## src/rtl/quad_decoder.sv

```systemverilog
// X4 quadrature decoder: position, windowed speed and illegal-transition count; 3-cycle edge-to-position latency.
// Free-running, no backpressure: oSPEED_VALID is a one-cycle pulse per window and must be taken when it fires.
module quad_decoder #(
  parameter int CLK_Freq    = 50000000,
  parameter int SAMPLE_Freq = 100,
  parameter int POS_WIDTH   = 32,
  parameter int SPD_WIDTH   = 16
) (
  input  logic                        iCLK,
  input  logic                        iRST_N,
  input  logic                        iDATA_A,
  input  logic                        iDATA_B,
  input  logic                        iCLR_POS,
  output logic signed [POS_WIDTH-1:0] oPOSITION,
  output logic signed [SPD_WIDTH-1:0] oSPEED,
  output logic                        oSPEED_VALID,
  output logic                        oDIR,
  output logic [7:0]                  oERR_CNT
);

  localparam int WIN = CLK_Freq / SAMPLE_Freq;
  localparam int WW  = (WIN > 1) ? $clog2(WIN) : 1;
  localparam logic signed [SPD_WIDTH+1:0] ACC_MAX = {2'b00, {SPD_WIDTH{1'b1}}};
  localparam logic signed [SPD_WIDTH+1:0] ACC_MIN = {2'b11, {SPD_WIDTH{1'b0}}};
  localparam logic signed [SPD_WIDTH+1:0] SPD_MAX = {3'b000, {(SPD_WIDTH-1){1'b1}}};
  localparam logic signed [SPD_WIDTH+1:0] SPD_MIN = {3'b111, {(SPD_WIDTH-1){1'b0}}};

  logic                        a_meta_q, a_sync_q, b_meta_q, b_sync_q;
  logic [1:0]                  prev_q;
  logic [1:0]                  prime_q, prime_d;
  logic signed [POS_WIDTH-1:0] pos_q, pos_d;
  logic                        dir_q, dir_d;
  logic [7:0]                  err_q, err_d;
  logic [WW-1:0]               win_q, win_d;
  logic signed [SPD_WIDTH:0]   acc_q, acc_d, acc_sat;
  logic signed [SPD_WIDTH-1:0] spd_q, spd_d, spd_sat;
  logic                        vld_q, vld_d;

  logic [1:0]                  cur_s, cur_idx, prev_idx, diff;
  logic                        primed, fwd, rev, ill, term;
  logic signed [1:0]           step;
  logic signed [SPD_WIDTH+1:0] sum;

  // Map the Gray-coded {A,B} onto a 0..3 phase index so a step is a phase difference.
  assign cur_s    = {a_sync_q, b_sync_q};
  assign cur_idx  = {cur_s[0], cur_s[1] ^ cur_s[0]};
  assign prev_idx = {prev_q[0], prev_q[1] ^ prev_q[0]};
  assign diff     = cur_idx - prev_idx;
  assign primed   = (prime_q == 2'd3);
  assign fwd      = primed && (diff == 2'd1);
  assign rev      = primed && (diff == 2'd3);
  assign ill      = primed && (diff == 2'd2);
  assign step     = fwd ? 2'sd1 : (rev ? -2'sd1 : 2'sd0);
  assign term     = (win_q == WW'(WIN - 1));
  assign sum      = (SPD_WIDTH+2)'(acc_q) + (SPD_WIDTH+2)'(step);

  always_comb begin
    prime_d = primed ? prime_q : prime_q + 2'd1;
    pos_d   = pos_q;
    dir_d   = dir_q;
    err_d   = err_q;
    if (fwd) begin
      pos_d = pos_q + POS_WIDTH'(1);
      dir_d = 1'b1;
    end else if (rev) begin
      pos_d = pos_q - POS_WIDTH'(1);
      dir_d = 1'b0;
    end
    if (iCLR_POS) pos_d = '0;
    if (ill && (err_q != 8'hFF)) err_d = err_q + 8'd1;

    if (sum > ACC_MAX)      acc_sat = ACC_MAX[SPD_WIDTH:0];
    else if (sum < ACC_MIN) acc_sat = ACC_MIN[SPD_WIDTH:0];
    else                    acc_sat = sum[SPD_WIDTH:0];
    if (sum > SPD_MAX)      spd_sat = SPD_MAX[SPD_WIDTH-1:0];
    else if (sum < SPD_MIN) spd_sat = SPD_MIN[SPD_WIDTH-1:0];
    else                    spd_sat = sum[SPD_WIDTH-1:0];

    // The terminal cycle's own step lands in the reported speed, not the next window.
    win_d = term ? '0 : win_q + WW'(1);
    acc_d = term ? '0 : acc_sat;
    spd_d = term ? spd_sat : spd_q;
    vld_d = term;
  end

  always_ff @(posedge iCLK or negedge iRST_N) begin
    if (!iRST_N) begin
      a_meta_q <= 1'b0;
      a_sync_q <= 1'b0;
      b_meta_q <= 1'b0;
      b_sync_q <= 1'b0;
      prev_q   <= 2'b00;
      prime_q  <= 2'd0;
      pos_q    <= '0;
      dir_q    <= 1'b0;
      err_q    <= 8'd0;
      win_q    <= '0;
      acc_q    <= '0;
      spd_q    <= '0;
      vld_q    <= 1'b0;
    end else begin
      a_meta_q <= iDATA_A;
      a_sync_q <= a_meta_q;
      b_meta_q <= iDATA_B;
      b_sync_q <= b_meta_q;
      prev_q   <= cur_s;
      prime_q  <= prime_d;
      pos_q    <= pos_d;
      dir_q    <= dir_d;
      err_q    <= err_d;
      win_q    <= win_d;
      acc_q    <= acc_d;
      spd_q    <= spd_d;
      vld_q    <= vld_d;
    end
  end

  assign oPOSITION    = pos_q;
  assign oSPEED       = spd_q;
  assign oSPEED_VALID = vld_q;
  assign oDIR         = dir_q;
  assign oERR_CNT     = err_q;

endmodule

```

## config.mk

```make
export PLATFORM = sky130hd
export DESIGN_NAME = quad_decoder
export DESIGN_NICKNAME = d
export VERILOG_FILES = /design/src/rtl/quad_decoder.sv
export SDC_FILE = /design/constraint.sdc
export NUM_CORES = 1
export LEC_CHECK = 0
export ABC_AREA = 1
export ABC_CLOCK_PERIOD_IN_PS = 3800
export BUFFER_PORTS_ARGS = -buffer_cell sky130_fd_sc_hd__buf_2
export CORE_MARGIN = 5
export CORE_UTILIZATION = 50
export CTS_BUF_LIST = sky130_fd_sc_hd__clkbuf_2
export DETAILED_ROUTE_END_ITERATION = 8
export GPL_TIMING_DRIVEN = 0
export PLACE_DENSITY = 0.71
export SLEW_MARGIN = 20
export SYNTH_ARGS = -nofsm -noshare
export SYNTH_HDL_FRONTEND = slang
export SYNTH_SLANG_ARGS = --single-unit
export TNS_END_PERCENT = 50
```

## constraint.sdc

```tcl
create_clock -name iCLK -period 3.8 [get_ports iCLK]
set_clock_uncertainty 0.15 [all_clocks]
set_input_delay 0 -clock iCLK [delete_from_list [all_inputs] [get_ports iCLK]]
set_output_delay 0 -clock iCLK [all_outputs]
set_load 0.01 [all_outputs]
```

-- Word level (Yosys, flattened, before mapping)
Index checks and enable logic that the tools add are counted.
W data, S select, Z words.
- input bits: 5
- register bits after elaboration: 102
- output and inout port bits: 58
- logic and storage cells: 51
- multiplexer cells: 13
- magnitude comparators: 4
- equal/unequal tests: 6
- add/sub/neg operators: 7
- bitwise gates (word level): 2
- reduce and logical (&&, ||, !) cells: 6
- operators with widths (cell ; count):
    $mux W32 ; 3
    $mux W17 ; 3
    $add A32 B2 Y32 const B ; 1
    $mux W16 ; 2
    $sub A32 B2 Y32 const B ; 1
    $add A19 B1 Y19 const B ; 1
    $eq A19 B19 Y1 const B ; 1
    $mux W19 ; 1
    $add A17 B2 Y18 ; 1
    $gt A18 B16 Y1 const B ; 1
    $gt A18 B17 Y1 const B ; 1
    $lt A18 B16 Y1 const B ; 1
    $lt A18 B17 Y1 const B ; 1
    $add A8 B1 Y8 const B ; 1
    $ne A8 B8 Y1 const B ; 1
    $eq A2 B2 Y1 const B ; 3
    $logic_and A1 B1 Y1 ; 4
    $mux W2 ; 2
    $reduce_bool A3 Y1 ; 1
    $add A2 B1 Y2 const B ; 1
    $eq A2 B1 Y1 const B ; 1
    $mux W1 ; 2
    $reduce_bool A2 Y1 ; 1
    $sub A2 B2 Y2 ; 1
    $xor A1 B1 Y1 ; 2

-- Logic depth before layout (Yosys ltp)
Gate-level depths: netlist of run 1.
- depth in word-level cells: 11
- gate-level depth with buffers: 25
- mapped depth without buffers: 24

-- Worst setup path before layout of run 1
Ideal clock, no wire load.
- path type: reg-to-reg
- start: reg b_sync_q
- end: reg pos_q[18], in the netlist oPOSITION[18]
- path buffers: 2
- path slack: -0.116 ns
- arrival: 3.643 ns
- cell stages (with the launch flop): 22
- data required time: 3.527 ns
- period minus slack after synthesis: 3.916 ns
- setup time: 0.123 ns
- cell sequence: dfrtp_1 > xnor2_1 > ha_1 > nor2_4 > buf_6 > buf_6 > inv_1 > nor2_1 > inv_1 > ha_1 > a21oi_1 > o21ai_0 > inv_1 > nor2_1 > nor2_1 > inv_1 > a21oi_1 > o21ai_0 > a31oi_1 > inv_1 > o21ai_0 > nand2_1
- cells in the longest elaborated chain, start to end: 6
- elaborated cells between the ends (all ways): 9
- classes of those cells: 1 x add/sub; 2 x eq/ne; 2 x mux; 1 x bitwise; 3 x reduce/logical
- ends and longest elaborated chain (what ; line ; text):
    start: declaration ; 28 ; logic a_meta_q, a_sync_q, b_meta_q, b_sync_q;
    start signal: assignment ; 105 ; b_sync_q <= b_meta_q;
    $xor A1 B1 Y1 ; 46 ; assign cur_idx = {cur_s[0], cur_s[1] ^ cur_s[0]};
    $sub A2 B2 Y2 (*) ; 48 ; assign diff = cur_idx - prev_idx;
    $eq A2 B1 Y1 ; 50 ; assign fwd = primed && (diff == 2'd1);
    $logic_and A1 B1 Y1 ; 50 ;
    $mux W32 ; 62 ; if (fwd) begin
    $mux W32 ; 69 ; if (iCLR_POS) pos_d = '0;
    end signal: assignment ; 108 ; pos_q <= pos_d;
    end: declaration ; 31 ; logic signed [POS_WIDTH-1:0] pos_q, pos_d;
Every way passes the cells marked *; elsewhere a longest branch is shown, timed or not.
A chain may end at the register's enable or synchronous reset.

-- Worst setup path after layout of run 1
- start: reg b_sync_q
- end: reg pos_q[17], in the netlist oPOSITION[17]
Same word-level chain as after synthesis.

==> results by group, run 1 <==
Logic synthesis
  – Count leader, synth: nand2_1
  – Synth Register Bits: about 100
  – Post-synth EDFFs: 0
  – Post-Syn Nets: 966
  – Commonest cells post-synth: nand2_1 (205), inv_1 (112), dfrtp_1 (102)
  – Yosys top cell area share: 36.1%
  – Mapped Cells: 923
  – Synth cell types: 52
  – Ys flop type: dfrtp_1
  – Synthesized cell area: 7080 um^2
  – Synth top area cells: dfrtp_1 (36%), nand2_1 (11%), ha_1 (6.5%), inv_1 (5.9%), a21oi_1 (4.4%)
  – Syn avg cell area: 7.67 um^2
  – Register area share after synthesis: 36.1%
  – Asr flop ratio synth: between 90% and 100%
  – Top cell type by total area after synthesis: dfrtp_1
  – Synth Warn #: 0

Placement
  – Final RePlAce weighted congestion: 1.01
  – HPWL Detailed: 12.5 mm
  – IO buf count: 61
  – DP Worst Slack: -991 ps
  – Area after DPL: 7640 um^2

Setup path
  – CP Capture Type: register
  – Crit-path max cell delay: between 400 and 500 ps
  – Required time worst endpoint: ~4200 ps
  – Crit path max-delay cell type: dfrtp_1
  – Crit-path most repeated cell: nand2_1
  – Worst setup SP type: register
  – Maximum fanout along the worst path: 8
  – Worst Path Arrival: 4080 ps
  – CP cell instances: xnor2_1, ha_2, nor2_4, buf_12, inv_2, nor2_4, clkinvlp_4, buf_6, ha_1, a21oi_1, a21boi_4, o21ai_2, nand2_1, nand2_1, a21oi_2, o21ai_0, o21ai_0, nand2_1
  – CP Class: register to register

Global route
  – Antenna violations before repair: 1
  – First-pass GRT wire length: 28.6 mm
  – GRT Util Overall: 20.9%
  – Vias in the first global route: 6195
  – Gr ovfl total: 0
  – Largest net degree at the start of global routing: 80

Timing
  – Final Hold Viols: 0
  – Final Max Tran Viols: 0
  – Slew HR: 56.5%
  – Fmax: 0.269 GHz
  – Final WS setup: about 88 ps
  – Fin crit period: around 3700 ps
  – Fin crit share: 97.7%
  – RSZ-0062 raised after global routing: yes
  – Worst-margin pin slew: ~640 ps
  – Final setup viols: 0

Routing
  – DRC errors left: 0
  – Antenna-violating nets left: 0
  – WL/cell: around 14 um
  – 1st-iter DRT viols: 409
  – DRT Wirelength: 17.6 mm
  – Vias per Instance: 5.33
  – Vias: between 6000 and 7000
  – DR pass1 iterations: 6

Power
  – Leak: 4.34 nW
  – Clock share of power: 6.3%
  – Peak supply drop: approximately 360 uV
  – Power Density: approximately 810 nW/um^2
  – Net Switching: 0.00357 W
  – Switching Share: 51.1%
  – Seq pwr share: 24.4%
  – Pint: 0.00342 W
  – Combinational share of power: 69.2%

Die
  – Initial core utilization: 51.0%
  – DIE HEIGHT: about 130 um
  – Core area: 13900 um^2
  – Die area: between 15000 and 20000 um^2
  – Die width: approximately 130 um
  – Core Rows: 43
  – IO Pins: 63

Finish
  – Cell area after layout: 8580 um^2
  – Final net count: approximately 1100
  – Layout cells sized above 1: 26.2%
  – Area Overhead vs Synth: 21.2%

CTS
  – CTS Buf Count: 9
  – CTS Buffer Depth: 2
  – Latest clock arrival within the worst-skew pair: 600 ps
  – Root Driver: clkbuf_2
  – CTS tree: done
  – TritonCTS Sinks: a little over 100
  – Worst-path clk slew: between 200 and 300 ps
  – H-tree depth: 3

Status
  – Status: complete, no violations

Min path
  – Hold Crit Class: primary input to async pin

Job
  – Max-cap viol count: 0
## state kept, by name (all words and copies together), names as in the netlist, 2 cells and up
register   count
acc_q         17
win_q         19
prev_q         2
oERR_CNT       8
oSPEED        16
prime_q        2
oPOSITION     32
## cell usage in the layout (no fill, tap or decap), types with 5 or more instances in the layout
cell type and count:
nand2_1 193, inv_1 106, dfrtp_1 102, nor2_1 72
buf_2 60, a21oi_1 45, o21ai_0 39, buf_4 37
nand3_1 33, nand4_1 26, nand2_2 25, a21oi_2 25
xor2_1 23, ha_4 18, or2_2 17, ha_1 17
nand3_2 13, clkbuf_1 12, nor2_2 12, xnor2_1 11
o41ai_1 11, clkbuf_2 10, o21a_1 9, nor3_1 9
nand2_4 8, buf_6 8, o31ai_1 8, inv_2 7
nor4_1 7, o21ai_1 7, dlygate4sd3_1 7, a31oi_1 6
nor2_4 5
## layout make-up
cell class	count	area [um^2]
antenna	1	2.50
buffer	22	163
clock buffer	10	50.0
clock inverter	5	27.5
fill	1249	5300
inverter	115	438
multi-input combinational	683	4390
sequential	102	2550
tap	180	225
timing repair buffer	107	723
timing repair inverter	1	7.51
## cell families after synthesis
family / after synthesis / synth area share [%]
xor gates and xnor gates: 34 / 4.21
buffers and inverters: 138 / 8.36
adders and majority gates: 38 / 6.82
muxes: 1 / 0.159
and+or+nand+nor: 433 / 28.9
DFF: 102 / 36.1
AOI/OAI and AO/OA: 177 / 15.5
## power by group through the flow
stage          Clock [W]  Sequential [W]  Combinational, W
2_1_floorplan          0         0.00169           0.00300
3_3_place_gp           0         0.00168           0.00392
3_5_place_dp           0         0.00168           0.00398
4_1_cts         0.000461         0.00169           0.00432
5_1_grt         0.000500         0.00175           0.00539
6_report        0.000441         0.00171           0.00484
## through the flow
step / std cells / hold WS, ps / TNS [ps] / total power (W) / utilization, %
final: 1226 / 208 / 0 / 0.00698 / 61.8
after global routing: 1226 / 177 / -847 / 0.00764 / 61.8
after CTS: 1201 / 154 / -11.9 / 0.00647 / 58.9
after detailed placement: 1165 / -276 / -18040 / 0.00567 / 55.1
after global placement: 1164 / -41.9 / -17420 / 0.00560 / 54.8
after floorplan: 923 / -446 / -532 / 0.00469 / -
## timing repair
action	CTS	global route
endpoints found under the setup margin	27	38
resized for setup	46	57
cloned	1	0
hold buffers	8	0
pin swaps	9	24
hold endpoints to repair	111	0
setup buffers	13	24
## per-layer routing
layer | wire length [um] | up-vias | global-route usage [%]
li1 | - | 3311 | -
met1 | 8090 | 3052 | 27.0
met2 | 8540 | 138 | 35.2
met3 | 599 | 30 | 4.23
met4 | 377 | 0 | 6.73
met5 | 0 | - | 0
## path summary, 6_finish.rpt
check / cells past startpoint / start / to / slack [ps]
max: 18 / b_sync_q / oPOSITION[17] / 90
min: 4 / iRST_N / oPOSITION[11] / 210
max reg2reg: 18 / b_sync_q / oPOSITION[17] / 90
min reg2reg: 0 / a_meta_q / a_sync_q / 250
max in group asynchronous: 5 / iRST_N / oPOSITION[30] / 2700
min in group iCLK: 0 / a_meta_q / a_sync_q / 250
## worst max-delay path, delay by kind of cell (launching register included)
| family | cells | cell delay [ps] |
|---|---|---|
| AOI/OAI and AO/OA | 6 | 1180 |
| adders and majority gates | 2 | 670 |
| and+or+nand+nor | 5 | 560 |
| DFF | 1 | 460 |
| buffers and inverters | 4 | 420 |
| xor gates and xnor gates | 1 | 190 |
Note: power is estimated with default switching activity, not from simulation.
==> run 2, diff against run 1 <==
Settings changed: CELL_PAD_IN_SITES_DETAIL_PLACEMENT set to 0, CELL_PAD_IN_SITES_GLOBAL_PLACEMENT set to 2, CORE_UTILIZATION 50 to 33, PLACE_DENSITY 0.71 to not set, PLACE_DENSITY_LB_ADDON set to 0.1, SETUP_SLACK_MARGIN set to 0.3.
==> results by group, run 2 (synthesis gave the netlist of run 1 again) <==
Finish
  – Most frequent cells in the layout: nand2_1 (184), dfrtp_1 (102), inv_1 (100)
  – Final net count: 1111
  – Layout fillers: 2180
  – Most common cell after layout, fill and taps aside: nand2_1
  – Layout cells sized above 1: 33.0%
  – Storage cell area: 2550 um^2
  – Max FFs per register: 32
  – Area Overhead vs Synth: 32.5%
  – Area of the multi-input gates: 4710 um^2

Setup path
  – Worst setup SP type: register
  – Worst flop-to-flop path endpoint: oPOSITION[31]
  – CP Class: register to register
  – R2R Path Start: prev_q[0]
  – R2R cell count: 21
  – CP Capture Type: register
  – Maximum fanout along the worst path: 7
  – Required time worst endpoint: 4180 ps
  – Reg2reg setup slack: ~230 ps
  – Worst Path Arrival: 3950 ps

Routing
  – WL/cell: 15.1 um
  – DR pass1 iterations: 4
  – M1 WL: 9.69 mm
  – Met3 Wirelength: ~330 um
  – Vias: 6484
  – Vias per Instance: 4.81
  – DRT Wirelength: just over 20 mm
  – DRC errors left: 0
  – Antenna-violating nets left: 0
  – 1st-iter DRT viols: 240
  – Routed length on met2: 10.1 mm
  – Max Used Layer: met4

Status
  – Status: complete, no violations

Placement
  – Final RePlAce weighted congestion: 0.792
  – IO buf count: 61
  – HPWL Detailed: 14.7 mm

Power
  – Power Density: 877 nW/um^2
  – Peak supply drop: 294 uV
  – Leak: 4.59 nW

CTS
  – Worst-path clk slew: 310 ps
  – CTS Buf Count: 9
  – Root Driver: clkbuf_2
  – CTS tree: done
  – H-tree depth: 3
  – CTS Buffer Depth: 2
  – Latest clock arrival within the worst-skew pair: 610 ps
  – TritonCTS Sinks: 102

Global route
  – Largest net degree at the start of global routing: 75
  – Vias in the first global route: 6534
  – First-pass GRT wire length: roughly 33 mm
  – Antenna violations before repair: 1
  – GRT Util Overall: 16.7%
  – Gr ovfl total: 0

Timing
  – Final Hold Viols: 0
  – Hold Slack: about 190 ps
  – Final TNS setup: 0 ps
  – Fin crit share: 94.0%
  – Final setup viols: 0
  – Fin crit period: 3570 ps
  – Worst-margin pin slew: 761 ps
  – RSZ-0062 raised after global routing: yes
  – Fmax: 0.280 GHz
  – Final Max Tran Viols: 0
  – Slew HR: 48.6%

Die
  – Die width: ~160 um
  – IO Pins: 63
  – Core Rows: 53
  – Initial core utilization: around 34%
  – Die area: 24500 um^2
  – Core area: 21100 um^2
  – DIE HEIGHT: 156 um

Min path
  – Hold Crit Class: primary input to async pin

Job
  – Max-cap viol count: 0
run 2: cell count changes in the layout (fill, tap and decap cells not counted), sizes merged:
| cell | before | now |
|---|---|---|
| inv | 114 | 119 |
| buf | 110 | 133 |
| bufinv | 0 | 1 |
| clkinvlp | 3 | 1 |
| clkinv | 4 | 3 |
| clkbuf | 22 | 24 |
run 2: stage by stage:
step | util [%] | cell area (um^2) | setup WS [ps] | instances | total power, W
3_5_place_dp | 36.8 | 7760 | -865 | 1260 | 0.00581
2_1_floorplan | - | 7080 | -116 | 923 | 0.00469
5_1_grt | 44.5 | 9380 | 19.0 | 1349 | 0.00896
4_1_cts | 41.2 | 8690 | 200 | 1312 | 0.00724
3_3_place_gp | 36.7 | 7730 | -1230 | 1259 | 0.00581
6_report | 44.5 | 9380 | 229 | 1349 | 0.00823
run 2: worst max-delay path, stage by stage (launching register included):
cell,delay (ps)
dfrtp_1,470
xor2_1,200
ha_2,330
nor2_4,130
buf_6,120
buf_8,100
inv_4,30
nor2_4,90
buf_12,170
inv_12,70
ha_4,240
a21o_1,220
a21oi_2,160
nand2_1,70
nand2_1,70
nand3_2,90
a21o_1,220
a21o_1,200
a21oi_2,160
nand2_1,60
nand2_1,70
o21ai_2,60
run 2: worst max path at each step:
stage | slack [ps] | end | start
CTS | 200 | oPOSITION[30] | prev_q[0]
global route | 20 | oPOSITION[31] | prev_q[0]
finish | 230 | oPOSITION[31] | prev_q[0]
floorplan | -120 | oPOSITION[18] | b_sync_q
detailed placement | -870 | oPOSITION[17] | b_sync_q
global placement | -1230 | oPOSITION[17] | b_sync_q
run 2: what timing repair did:
item                                    CTS  global route
endpoints found under the setup margin   59            50
cloned                                    2             4
hold endpoints to repair                111             0
pin swaps                                25            55
buffers inserted                         26            32
gates resized for setup                 107            96
hold buffers                              8             0
run 2: power by group:
group	total, W	leakage [nW]	internal, W	switching [W]
registers	0.00172	1.30	0.00137	0.000348
clock network	0.000563	0.0680	0.000154	0.000409
logic	0.00595	3.21	0.00263	0.00332
total	0.00823	4.59	0.00415	0.00408
run 2: routing by layer:
metal  track usage [%]  up-vias
li1                  -     3373
met1              22.2     3027
met2              29.3       68
met3              1.63       16
met4              4.34        0
met5                 0        -
run 2: area by class of cell:
class                           count  area share, %
Sequential cell                   102           27.2
Antenna cell                        1         0.0267
Timing Repair Buffer              132           10.5
Clock buffer                        9          0.480
Tap cell                          275           3.67
Inverter                          115           4.76
Multi-Input combinational cell    683           50.2
Timing Repair inverter              2          0.293
Buffer                             23           2.08
Clock inverter                      7          0.760
==> run 3, diff against run 2 <==
Settings changed: RECOVER_POWER set to 100.
==> results by group, run 3 (synthesis gave the netlist of run 1 again) <==
Status
  – Status: complete, but fails checks
  – Failing checks: capacitance limit, slew limit

Timing
  – Final Hold Viols: 0
  – Fmax: 0.280 GHz
  – Final setup viols: 0
  – Final Max Tran Viols: 30
  – Worst-margin pin slew: about 1600 ps
  – Hold Slack: 226 ps
  – RSZ-0062 raised after global routing: yes
  – Fin crit share: 94.1%
  – Slew HR: -7.29%
  – Fin crit period: 3580 ps
  – Final TNS setup: 0 ps

CTS
  – CTS tree: done
  – Latest clock arrival within the worst-skew pair: approximately 600 ps
  – CTS Buf Count: 9
  – Root Driver: clkbuf_2
  – TritonCTS Sinks: roughly 100
  – H-tree depth: 3
  – Worst-path clk slew: 310 ps
  – CTS Buffer Depth: 2

Finish
  – Max FFs per register: 32
  – Area Overhead vs Synth: 30.1%
  – Layout fillers: 2228
  – Most common cell after layout, fill and taps aside: nand2_1
  – Layout cells sized above 1: 26.3%
  – Post-route insts no fill: 1349
  – Area of the multi-input gates: approximately 4700 um^2
  – Storage cell area: 2550 um^2
  – Most frequent cells in the layout: nand2_1 (186), inv_1 (102), dfrtp_1 (102)
  – Cell area after layout: 9210 um^2
  – Final net count: 1111

Global route
  – First-pass GRT wire length: 33.4 mm
  – GRT Util Overall: 16.7%
  – Vias in the first global route: 6534
  – Largest net degree at the start of global routing: 75
  – Antenna violations before repair: 1
  – Gr ovfl total: 0

Routing
  – 1st-iter DRT viols: between 200 and 250
  – Antenna-violating nets left: 0
  – DR pass1 iterations: 4
  – Vias: 6474
  – DRC errors left: 0
  – WL/cell: 15.2 um
  – DRT Wirelength: 20.5 mm
  – Vias per Instance: around 4.8

Power
  – Final Total Pwr: 0.00811 W
  – Power Density: about 900 nW/um^2
  – Leak: about 4.3 nW
  – Peak supply drop: about 290 uV

Setup path
  – Maximum fanout along the worst path: 6
  – Required time worst endpoint: roughly 4200 ps
  – CP Capture Type: register
  – CP Class: register to register
  – Worst Path Arrival: 3950 ps
  – Worst setup SP type: register

Die
  – Die width: 156 um
  – Core area: 21100 um^2
  – IO Pins: 63
  – Initial core utilization: 33.6%
  – Die area: about 24000 um^2
  – Core Rows: 53
  – DIE HEIGHT: 156 um

Min path
  – Hold Crit Class: register to register

Placement
  – Final RePlAce weighted congestion: 0.792
  – IO buf count: 61
  – Dpl cells: 1260
  – Area after DPL: between 7000 and 8000 um^2
  – HPWL Detailed: between 10 and 15 mm

Job
  – Max-cap viol count: 1
## run 3: path summary, 6_finish.rpt
check / start / to / slack, ps / cells after the start
max: prev_q[0] / acc_q[13] / 220 / 24
min: b_meta_q / b_sync_q / 230 / 0
max reg2reg: prev_q[0] / acc_q[13] / 220 / 24
min reg2reg: b_meta_q / b_sync_q / 230 / 0
max in group asynchronous: iRST_N / oSPEED[13] / 630 / 5
min in group asynchronous: iRST_N / oERR_CNT[2] / 910 / 4
## run 3: worst max-delay path, stage by stage, from the launching register on
cell and delay, ps:
dfrtp_1 470, xor2_1 180, ha_1 330, nor2_4 140, buf_6 120, buf_4 100
buf_6 110, nand4_1 140, nand2_1 120, inv_1 50, ha_2 160, inv_2 50
nand2_2 60, nand2_2 80, nand2_2 60, nand2_2 90, nand2_4 70, nand2_4 100
nand2_2 50, nand2_2 70, nand2_4 70, buf_12 130, nor2_1 290, inv_2 150
a31oi_1 160
## run 3: area by class of cell
cell class	instances	area share [%]
repair inverters	2	0.299
inverters	115	4.85
repair buffers	132	9.41
well taps	275	3.74
diodes	1	0.0272
multi-input cells	683	50.7
plain buffers	23	2.04
clock inverters	7	0.774
flip-flops and latches	102	27.7
clock buffers	9	0.489
## run 3: layer usage
metal	global-route usage [%]	vias to the layer above	routed length [um]
met4	4.34	0	272
met2	29.3	64	10200
met3	1.63	16	335
met5	0	-	0
met1	22.2	3023	9730
li1	-	3371	-
## run 3: timing repair
action | 4_1_cts | 5_1_grt
hold endpoints to repair | 111 | 0
pin swaps | 25 | 55
cloned | 2 | 4
gates resized for setup | 107 | 96
endpoints found under the setup margin | 59 | 50
hold buffers | 8 | 0
buffers inserted | 26 | 32
## run 3: stage by stage
| stage | setup slack, ps | utilization (%) |
|---|---|---|
| 3_3_place_gp | -1230 | 36.7 |
| 2_1_floorplan | -116 | - |
| 6_report | 223 | 43.7 |
| 3_5_place_dp | -865 | 36.8 |
| 4_1_cts | 200 | 41.2 |
| 5_1_grt | 3.86 | 43.7 |
## run 3: where the power goes
group	switching [W]	leakage (nW)	total (W)	internal, W
clock network	0.000406	0.0680	0.000560	0.000154
logic	0.00329	2.96	0.00583	0.00254
registers	0.000355	1.30	0.00173	0.00137
